<file path="src/rtl/fp32_add_arbiter.sv">
// fp32_add_arbiter
// Shares one external combinational fp32 adder between NREQ requesters.
// One operand pair is accepted at a time by round-robin arbitration. It is
// registered onto the adder inputs, and the sum is captured one cycle later.
// The sum is then returned with the requester index on a valid/ready channel.
//
// Ports
//   clk, rst_n          clock, asynchronous active-low reset
//   req_valid/req_ready per-requester handshake (req_ready is at most one-hot)
//   req_a, req_b        packed operands, requester i at [32*i +: 32]
//   add_a, add_b, add_y registered operands to the shared adder, and its result
//   rsp_valid/rsp_ready response handshake
//   rsp_y, rsp_id       sum, and the index of the requester that issued it
//   busy                high whenever the arbiter is not idle
//
// state | meaning
// ------+----------------------------------------------------------
// IDLE  | searching for a requester; a grant loads the adder operands
// EXEC  | adder inputs stable; the sum is captured at the end of this cycle
// RESP  | response held until rsp_ready

module fp32_add_arbiter #(
  parameter  int NREQ = 4,
  localparam int ID_W = (NREQ > 1) ? $clog2(NREQ) : 1
) (
  input  logic                 clk,
  input  logic                 rst_n,
  input  logic [NREQ-1:0]      req_valid,
  output logic [NREQ-1:0]      req_ready,
  input  logic [NREQ*32-1:0]   req_a,
  input  logic [NREQ*32-1:0]   req_b,
  output logic [31:0]          add_a,
  output logic [31:0]          add_b,
  input  logic [31:0]          add_y,
  output logic                 rsp_valid,
  input  logic                 rsp_ready,
  output logic [31:0]          rsp_y,
  output logic [ID_W-1:0]      rsp_id,
  output logic                 busy
);

  typedef enum logic [1:0] {
    S_IDLE = 2'd0,
    S_EXEC = 2'd1,
    S_RESP = 2'd2
  } state_t;

  state_t          state_q, state_d;
  logic [ID_W-1:0] rr_ptr_q, rr_ptr_d;
  logic [ID_W-1:0] id_q, id_d;
  logic [31:0]     add_a_q, add_a_d;
  logic [31:0]     add_b_q, add_b_d;
  logic [31:0]     rsp_y_q, rsp_y_d;
  logic [ID_W-1:0] rsp_id_q, rsp_id_d;

  logic            gnt_any;
  logic [ID_W-1:0] gnt_idx;
  logic [ID_W-1:0] scan_idx;

  // The first valid requester at or after rr_ptr wins, wrapping modulo NREQ.
  // NREQ need not be a power of two, so the wrap is an explicit modulo.
  always_comb begin
    gnt_any  = 1'b0;
    gnt_idx  = '0;
    scan_idx = '0;
    for (int k = 0; k < NREQ; k++) begin
      scan_idx = ID_W'((int'(rr_ptr_q) + k) % NREQ);
      if (!gnt_any && req_valid[scan_idx]) begin
        gnt_any = 1'b1;
        gnt_idx = scan_idx;
      end
    end
  end

  // Gated by rst_n so that asserting reset clears req_ready at once, without
  // waiting for a clock edge.
  always_comb begin
    req_ready = '0;
    if (rst_n && state_q == S_IDLE && gnt_any) begin
      req_ready[gnt_idx] = 1'b1;
    end
  end

  always_comb begin
    state_d  = state_q;
    rr_ptr_d = rr_ptr_q;
    id_d     = id_q;
    add_a_d  = add_a_q;
    add_b_d  = add_b_q;
    rsp_y_d  = rsp_y_q;
    rsp_id_d = rsp_id_q;
    case (state_q)
      S_IDLE: begin
        if (gnt_any) begin
          add_a_d  = req_a[int'(gnt_idx)*32 +: 32];
          add_b_d  = req_b[int'(gnt_idx)*32 +: 32];
          id_d     = gnt_idx;
          rr_ptr_d = (gnt_idx == ID_W'(NREQ - 1)) ? '0 : gnt_idx + 1'b1;
          state_d  = S_EXEC;
        end
      end
      S_EXEC: begin
        rsp_y_d  = add_y;
        rsp_id_d = id_q;
        state_d  = S_RESP;
      end
      S_RESP: begin
        if (rsp_ready) begin
          state_d = S_IDLE;
        end
      end
      default: state_d = S_IDLE;
    endcase
  end

  always_ff @(posedge clk or negedge rst_n) begin
    if (!rst_n) begin
      state_q  <= S_IDLE;
      rr_ptr_q <= '0;
      id_q     <= '0;
      add_a_q  <= '0;
      add_b_q  <= '0;
      rsp_y_q  <= '0;
      rsp_id_q <= '0;
    end else begin
      state_q  <= state_d;
      rr_ptr_q <= rr_ptr_d;
      id_q     <= id_d;
      add_a_q  <= add_a_d;
      add_b_q  <= add_b_d;
      rsp_y_q  <= rsp_y_d;
      rsp_id_q <= rsp_id_d;
    end
  end

  assign add_a     = add_a_q;
  assign add_b     = add_b_q;
  assign rsp_y     = rsp_y_q;
  assign rsp_id    = rsp_id_q;
  assign rsp_valid = (state_q == S_RESP);
  assign busy      = (state_q != S_IDLE);

endmodule
</file>
<file path="config.mk">
export PLATFORM = sky130hd
export DESIGN_NAME = fp32_add_arbiter
export DESIGN_NICKNAME = d
export VERILOG_FILES = /design/src/rtl/fp32_add_arbiter.sv
export SDC_FILE = /design/constraint.sdc
export NUM_CORES = 1
export LEC_CHECK = 0
export BUFFER_PORTS_ARGS = -buffer_cell sky130_fd_sc_hd__buf_2
export CORE_AREA = 2 2 156 158
export CTS_BUF_LIST = sky130_fd_sc_hd__clkbuf_8
export DETAILED_ROUTE_END_ITERATION = 6
export DIE_AREA = 0 0 158 160
export GPL_TIMING_DRIVEN = 0
export HOLD_SLACK_MARGIN = 0.03
export PLACE_DENSITY = 0.55
export SLEW_MARGIN = 20
export SYNTH_ARGS = -nofsm -noshare
export SYNTH_HDL_FRONTEND = slang
export SYNTH_SLANG_ARGS = --single-unit
</file>
<file path="constraint.sdc">
create_clock -name clk -period 2.6 [get_ports clk]
set_input_delay 0.65 -clock clk [delete_from_list [all_inputs] [get_ports clk]]
set_output_delay 0.65 -clock clk [all_outputs]
set_load 0.1 [all_outputs]
</file>
==> results of run 1 <==
## how the worst max path moves through the flow
| stage | from | slack [ns] | depth (start not counted) | to |
|---|---|---|---|---|
| finish | state_q[1] | 0.02 | 7 | req_ready[1] |
| global route | rr_ptr_q[1] | -0.06 | 6 | req_ready[1] |
| CTS | state_q[0] | -0.12 | 8 | req_ready[1] |
| detailed placement | req_valid[3] | -0.85 | 9 | req_ready[1] |
| global placement | rst_n | -1.57 | 3 | req_ready[0] |
| floorplan | req_valid[2] | -0.02 | 8 | req_ready[3] |
## synthesized netlist by cell type (3+ instances only)
library cell / instances
nor2b_1: 3
a221oi_1: 64
nand2_1: 6
clkbuf_1: 12
mux2i_1: 64
o22ai_1: 64
mux2_2: 34
nor2_1: 65
buf_6: 13
inv_1: 3
dfrtp_1: 104
buf_2: 22
o21ai_0: 5
and3_1: 4
## placed cells by master (no fill, tap or decap), types with 2 or more instances in the layout
master,instances
mux2_2,34
nor2b_4,2
nand2_1,6
clkbuf_8,10
nor3_4,2
inv_1,2
nor2b_2,2
inv_2,2
inv_6,3
buf_2,409
buf_6,14
mux2i_1,64
o22ai_1,64
a221oi_1,64
dfrtp_1,103
nand2b_1,2
nor2_1,65
clkbuf_1,11
o21ai_0,5
buf_4,17
inv_8,2
a21oi_1,2
buf_12,7
and3_4,4
## timing repair
| action | in CTS | in global routing |
|---|---|---|
| setup endpoints to repair | 4 | 4 |
| resized for setup | 42 | 12 |
| setup buffers | 15 | 3 |
| pin swaps | 6 | 4 |
| cloned | 0 | 0 |
## stage by stage
| step | utilization, % | hold slack [ns] |
|---|---|---|
| CTS | 34.8 | 0.147 |
| global route | 34.9 | 0.163 |
| finish | 34.9 | 0.157 |
| global placement | 32.8 | 0.468 |
| floorplan | - | 0.354 |
| detailed placement | 32.9 | 0.465 |
## area by class of cell
cell class                      instances  area, sq um
Tap cell                              324          405
Fill cell                            2513        15500
Clock buffer                            9          124
Inverter                                4         27.5
Sequential cell                       104         2600
Multi-Input combinational cell        327         2540
Buffer                                 43          315
Timing Repair Buffer                  417         2240
Clock inverter                          7         61.3
## state kept, by name, summed over array words and instances (netlist names)
name / flops
add_a: 32
add_b: 32
rsp_y: 32
id_q: 2
rr_ptr_q: 2
rsp_id: 2
state_q: 2
## cells by family after synthesis
logic type / count (synthesis) / share of synthesized area (%)
simple gates: 87 / 6.85
compound gates: 140 / 19.4
flops: 104 / 48.3
fa+ha+maj: 2 / 0.464
buf+inv: 52 / 6.01
mux: 98 / 19.0
## metal layers
| layer | wire length [um] | vias up | global-route usage, % | part of all wire (%) |
|---|---|---|---|---|
| met5 | 14 | - | 0 | 0.061 |
| met4 | 248 | 2 | 3.89 | 1.1 |
| met3 | 1750 | 13 | 3.77 | 7.6 |
| met2 | 11800 | 272 | 31.7 | 51 |
| met1 | 9340 | 2741 | 20.6 | 40 |
| li1 | - | 2713 | - | - |
## worst reg2reg max path, stage by stage, from the launching register on
cell	delay [ns]
dfrtp_2	0.48
nor2b_4	0.18
nor3_4	0.07
o22ai_4	0.16
buf_4	0.14
buf_4	0.10
buf_4	0.11
buf_4	0.26
buf_6	0.23
mux2i_1	0.26
o22ai_1	0.10
==> summary.md, run 1 <==
| Metric | Value |
|---|---|
| Status | `complete, no violations` |
| Tcrit/Tclk final | `99.2%` |
| Critical Path End Type | `output port` |
| Most used cell, CP | `buf_12` |
| TritonCTS clock tree | `done` |
| RD Place Congestion | `0.765` |
| Synth top area share | `48.3%` |
| Inst Count DP | `1,206` |
| Final setup fails | `0` |
| WP data required | `1.95 ns` |
| Sequential element share of the synthesized area | `48.3%` |
| Synthesis Warnings | `0` |
| Hpwl dp | `17,800 um` |
| H-tree levels | `3` |
| Largest net degree at the start of global routing | `69` |
| Drt total wl | `23,100 um` |
| Crit path cell chain | `or2_4 -> or2_1 -> buf_6 -> clkinv_8 -> buf_12 -> and3_4 -> buf_12` |
| Worst r2r src | `rr_ptr_q[0]` |
| Cts hold-fix bufs | `0` |
| Antenna Diode Count | `0` |
| GRT Total Usage | `17.3%` |
| Synthesis-stage register bit count | `104` |
| Max_slew headroom | `60.2%` |
| Synthesized instance count | `483` |
| Core area | `23,800 sq um` |
| Die Y | `160 um` |
| Worst Max-Slew Pin Slew | `0.601 ns` |
| Dpl ws | `-0.846 ns` |
| Vias | `5,741` |
| Setup ws final | `0.0214 ns` |
| GRT Residual Overflow | `0` |
| Count of pins over their slew limit | `0` |
| Clock skew | `0.0164 ns` |
| First-pass GRT wire length | `32,900 um` |
| Die area | `25,300 sq um` |
| EDFF count, synth | `0` |
| CTS buffer count | `9` |
| DR WL/cell | `18.7 um` |
| Non-filler cells, final | `1,235` |
| MaxCap Viol Count | `0` |
| Fraction of registers with async set or reset after synthesis | `100%` |
| Syn avg cell area | `11.2 sq um` |
| Reg-to-reg slack, setup | `0.41 ns` |
| Arr. time, crit path | `1.93 ns` |
| Design Area, Final | `8320 sq um` |
| Worst min path class | `primary input to asynchronous set/reset pin` |
| Fmax | `0.388 GHz` |
| Clock Tree Buf Depth | `2` |
| IO Count | `399` |
| Sink Count | `104` |
| Setup_tns | `0 ns` |
| Input/output buffers | `398` |
| CTS root buf | `clkbuf_8` |
| Reg2reg path depth | `10` |
| Layout Nets | `1,203` |
| Buf+Inv Stages, Crit Path | `4` |
| Cell taking the most area after synthesis | `dfrtp_1` |
| DIE WIDTH | `158 um` |
| Critical path's top delay family | `simple AND/OR/NAND/NOR gates` |
| # DRC | `0` |
| Synth unique cells | `28` |
| Commonest register cell after synthesis | `dfrtp_1` |
| Worst-path fanout max | `6` |
| Vias per cell | `4.65` |
| DRT Pass-1 Iters | `7` |
| Cell Area, Synth | `5390 sq um` |
| Vias in the first global route | `5,716` |
| Drt initial violations | `351` |
| Minimum clock period | `2.58 ns` |
| Initial antenna violation count | `1` |
| Worst skew pair latency | `0.38 ns` |
| Share of cells above drive strength 1 | `56.8%` |
| Most area-consuming cells after synthesis | `dfrtp_1 (48%), mux2i_1 (12%), a221oi_1 (10%), o22ai_1 (7.4%), mux2_2 (7.1%)` |
| Slowest Stage Delay on Critical Path | `0.41 ns` |
| RSZ-0062 raised after global routing | `true` |
| Worst flop-to-flop path endpoint | `add_a[5]` |
| Startpoint Class | `flip-flop` |
| CP max-delay cell | `dfrtp_1` |
| Final hold vios | `0` |
| Starting Density | `22.6%` |
| Cell Rows | `57` |
| Area of placed instances | `7850 sq um` |
| Net Count, Synth | `780` |
| Routed Antenna Nets | `0` |
| Clock transition at path regs | `0.12 ns` |
| Synthesis-to-finish area growth | `54.4%` |
| Kind of critical path | `flip-flop to output port` |
Power of run 1 is left out: the tool's default activity adds up to more than one toggle a clock period on the data nets, which glitch-free logic cannot reach.
==> inputs of run 2 (changes only) <==
- CELL_PAD_IN_SITES_DETAIL_PLACEMENT: unset -> 1
- CELL_PAD_IN_SITES_GLOBAL_PLACEMENT: unset -> 2
- CORE_AREA: 2 2 156 158 -> unset
- CORE_MARGIN: unset -> 2
- CORE_UTILIZATION: unset -> 23
- DIE_AREA: 0 0 158 160 -> unset
- PLACE_DENSITY: 0.55 -> 0.88
==> run 2 against run 1 <==
Compared with the run above: clock skew is 0.0044 ns higher; cell count is 0.57% lower; wire length increased by 5.5%; hold slack improved by 0.021 ns; register-to-register slack better by 0.03 ns; flip-flop and latch count unchanged; die area decreased by 2.4%; critical path depth is 1 higher; via count grew 1.9%; clock-buffer cell count did not move; non-clock buffer count is 3 lower; critical path type unchanged; largest cell class unchanged.
==> summary.md, run 2 (synthesized netlist as in run 1, its figures left out) <==
| Metric | Value |
|---|---|
| IO Count | `399 (unchanged)` |
| Most common cell after layout, fill and taps aside | `buf_2` |
| Drt initial violations | `244 (-30%)` |
| Cts hold-fix bufs | `0 (unchanged)` |
| Tcrit/Tclk final | `99.8% (+0.67 points)` |
| Worst r2r src | `rr_ptr_q[0]` |
| Reg-to-reg slack, setup | `0.44 ns (+0.03 ns)` |
| Commonest non-fill, non-tap cells in the layout | `buf_2 (409), dfrtp_1 (103), nor2_1 (65)` |
| Worst skew pair latency | `0.40 ns (+0.02 ns)` |
| RD Place Congestion | `0.805 (+5.3%)` |
| Final setup fails | `0 (unchanged)` |
| Starting Density | `23.2% (+0.54 points)` |
| GRT Total Usage | `18.8% (+1.5 points)` |
| WP data required | `1.95 ns (about the same)` |
| Max_slew headroom | `59.6% (-0.60 points)` |
| Worst Setup SP | `rr_ptr_q[0]` |
| First-pass GRT wire length | `35,200 um (+7.0%)` |
| Status | `complete, no violations` |
| Fmax | `0.385 GHz (-0.67%)` |
| Fillers | `2,841 (+13%)` |
| TritonCTS clock tree | `done` |
| # DRC | `0 (unchanged)` |
| DRT Pass-1 Iters | `4 (-3)` |
| Count of pins over their slew limit | `0 (unchanged)` |
| Clock skew | `0.0208 ns (+0.00438 ns)` |
| Multi-input combinational cell area | `2550 sq um (+0.39%)` |
| Synthesis-to-finish area growth | `54.7%` |
| Vias in the first global route | `6,192 (+8.3%)` |
| Final hold vios | `0 (unchanged)` |
| Hpwl dp | `19,200 um (+7.9%)` |
| Crit path to | `req_ready[3]` |
| Input/output buffers | `398 (unchanged)` |
| FF+latch area | `2600 sq um (unchanged)` |
| Core area | `23,300 sq um (-2.3%)` |
| CTS root buf | `clkbuf_8` |
| RSZ-0062 raised after global routing | `true` |
| DR WL/cell | `19.9 um (+6.1%)` |
| Worst Max-Slew Pin Slew | `0.605 ns (+0.00480 ns)` |
| Sink Count | `104 (unchanged)` |
| Worst-path fanout max | `4 (-2)` |
| Drt total wl | `24,400 um (+5.5%)` |
| Startpoint Class | `flip-flop` |
| Reg2reg path depth | `8 (-2)` |
| Worst flop-to-flop path endpoint | `add_b[22]` |
| H-tree levels | `3 (unchanged)` |
| Initial antenna violation count | `1 (unchanged)` |
| Final hold slack | `0.178 ns (+0.0210 ns)` |
| Worst min path class | `primary input to asynchronous set/reset pin` |
| Die area | `24,700 sq um (-2.4%)` |
| Cell Rows | `56 (-1.8%)` |
| Routed Antenna Nets | `0 (unchanged)` |
| Fin util | `35.8% (+0.91 points)` |
| GRT Residual Overflow | `0 (unchanged)` |
| Minimum clock period | `2.60 ns (+0.0175 ns)` |
| Clock Tree Buf Depth | `2 (unchanged)` |
| MaxCap Viol Count | `0 (unchanged)` |
| Critical Path End Type | `output port` |
| Kind of critical path | `flip-flop to output port` |
| Vias | `5,849 (+1.9%)` |
| Die Y | `157 um (-1.8%)` |
| CTS buffer count | `9 (unchanged)` |
| Share of cells above drive strength 1 | `56.7% (about the same)` |
| Arr. time, crit path | `1.95 ns (+0.02 ns)` |
| Vias per cell | `4.76 (+2.5%)` |
| Clock transition at path regs | `0.12 ns (about the same)` |
| Largest net degree at the start of global routing | `66 (-4.3%)` |
| Layout Nets | `1,200 (-0.25%)` |
| DIE WIDTH | `157 um (-0.60%)` |
[run 2: cell count changes in the layout (fill, tap and decap cells not counted), sizes merged]
cell / previous run / this run
diode: 0 / 1
clkbuf: 21 / 22
clkinvlp: 0 / 1
inv: 9 / 8
buf: 448 / 444
[run 2: worst min-delay path by stage]
stage,startpoint,depth (start not counted),to,slack (ns)
finish,rst_n,1,rsp_y[30],0.18
global route,rst_n,1,rsp_y[30],0.17
global placement,id_q[1],2,id_q[1],0.47
CTS,rst_n,1,rsp_y[30],0.16
floorplan,rst_n,0,add_a[0],0.35
detailed placement,id_q[1],2,id_q[1],0.48
[run 2: timing repair]
| item | CTS | global route |
|---|---|---|
| endpoints found under the hold margin | 0 | 0 |
| pin swaps | 7 | 5 |
| endpoints found under the setup margin | 4 | 4 |
| buffers inserted | 12 | 2 |
| resized for setup | 48 | 5 |
| gates cloned | 0 | 1 |
[run 2: critical path: stages, from the launching register on]
cell     delay [ns]
dfrtp_2        0.49
nor2b_4        0.19
nor3_4         0.05
o22ai_2        0.20
buf_12         0.16
inv_6          0.03
ha_4           0.14
and3_4         0.14
buf_12         0.16
[run 2: final cells by class]
class | count | share of cell area [%]
inverter | 4 | 0.330
timing repair buffer | 414 | 26.8
buffer | 43 | 3.89
sequential | 104 | 31.2
antenna | 1 | 0.0300
clock inverter | 7 | 0.811
tap | 319 | 4.79
clock buffer | 9 | 1.49
multi-input combinational | 327 | 30.6
[run 2: through the flow]
step	area (sq um)	instances	setup slack [ns]	TNS, ns
2_1_floorplan	5420	483	-0.0209	-0.0209
3_3_place_gp	7810	1200	-1.61	-61.28
3_5_place_dp	7840	1201	-0.762	-2.68
4_1_cts	8290	1225	-0.0111	-0.0114
5_1_grt	8340	1228	-0.0697	-0.165
6_report	8340	1228	0.00390	0
[run 2: layer usage]
layer,vias up,routed length (um),global-route usage (%)
li1,2704,-,-
met3,26,1700,4.02
met2,284,12700,34.5
met1,2835,9560,22.1
met5,-,0,0
met4,0,448,5.06
Power of run 2 is left out for the same reason.
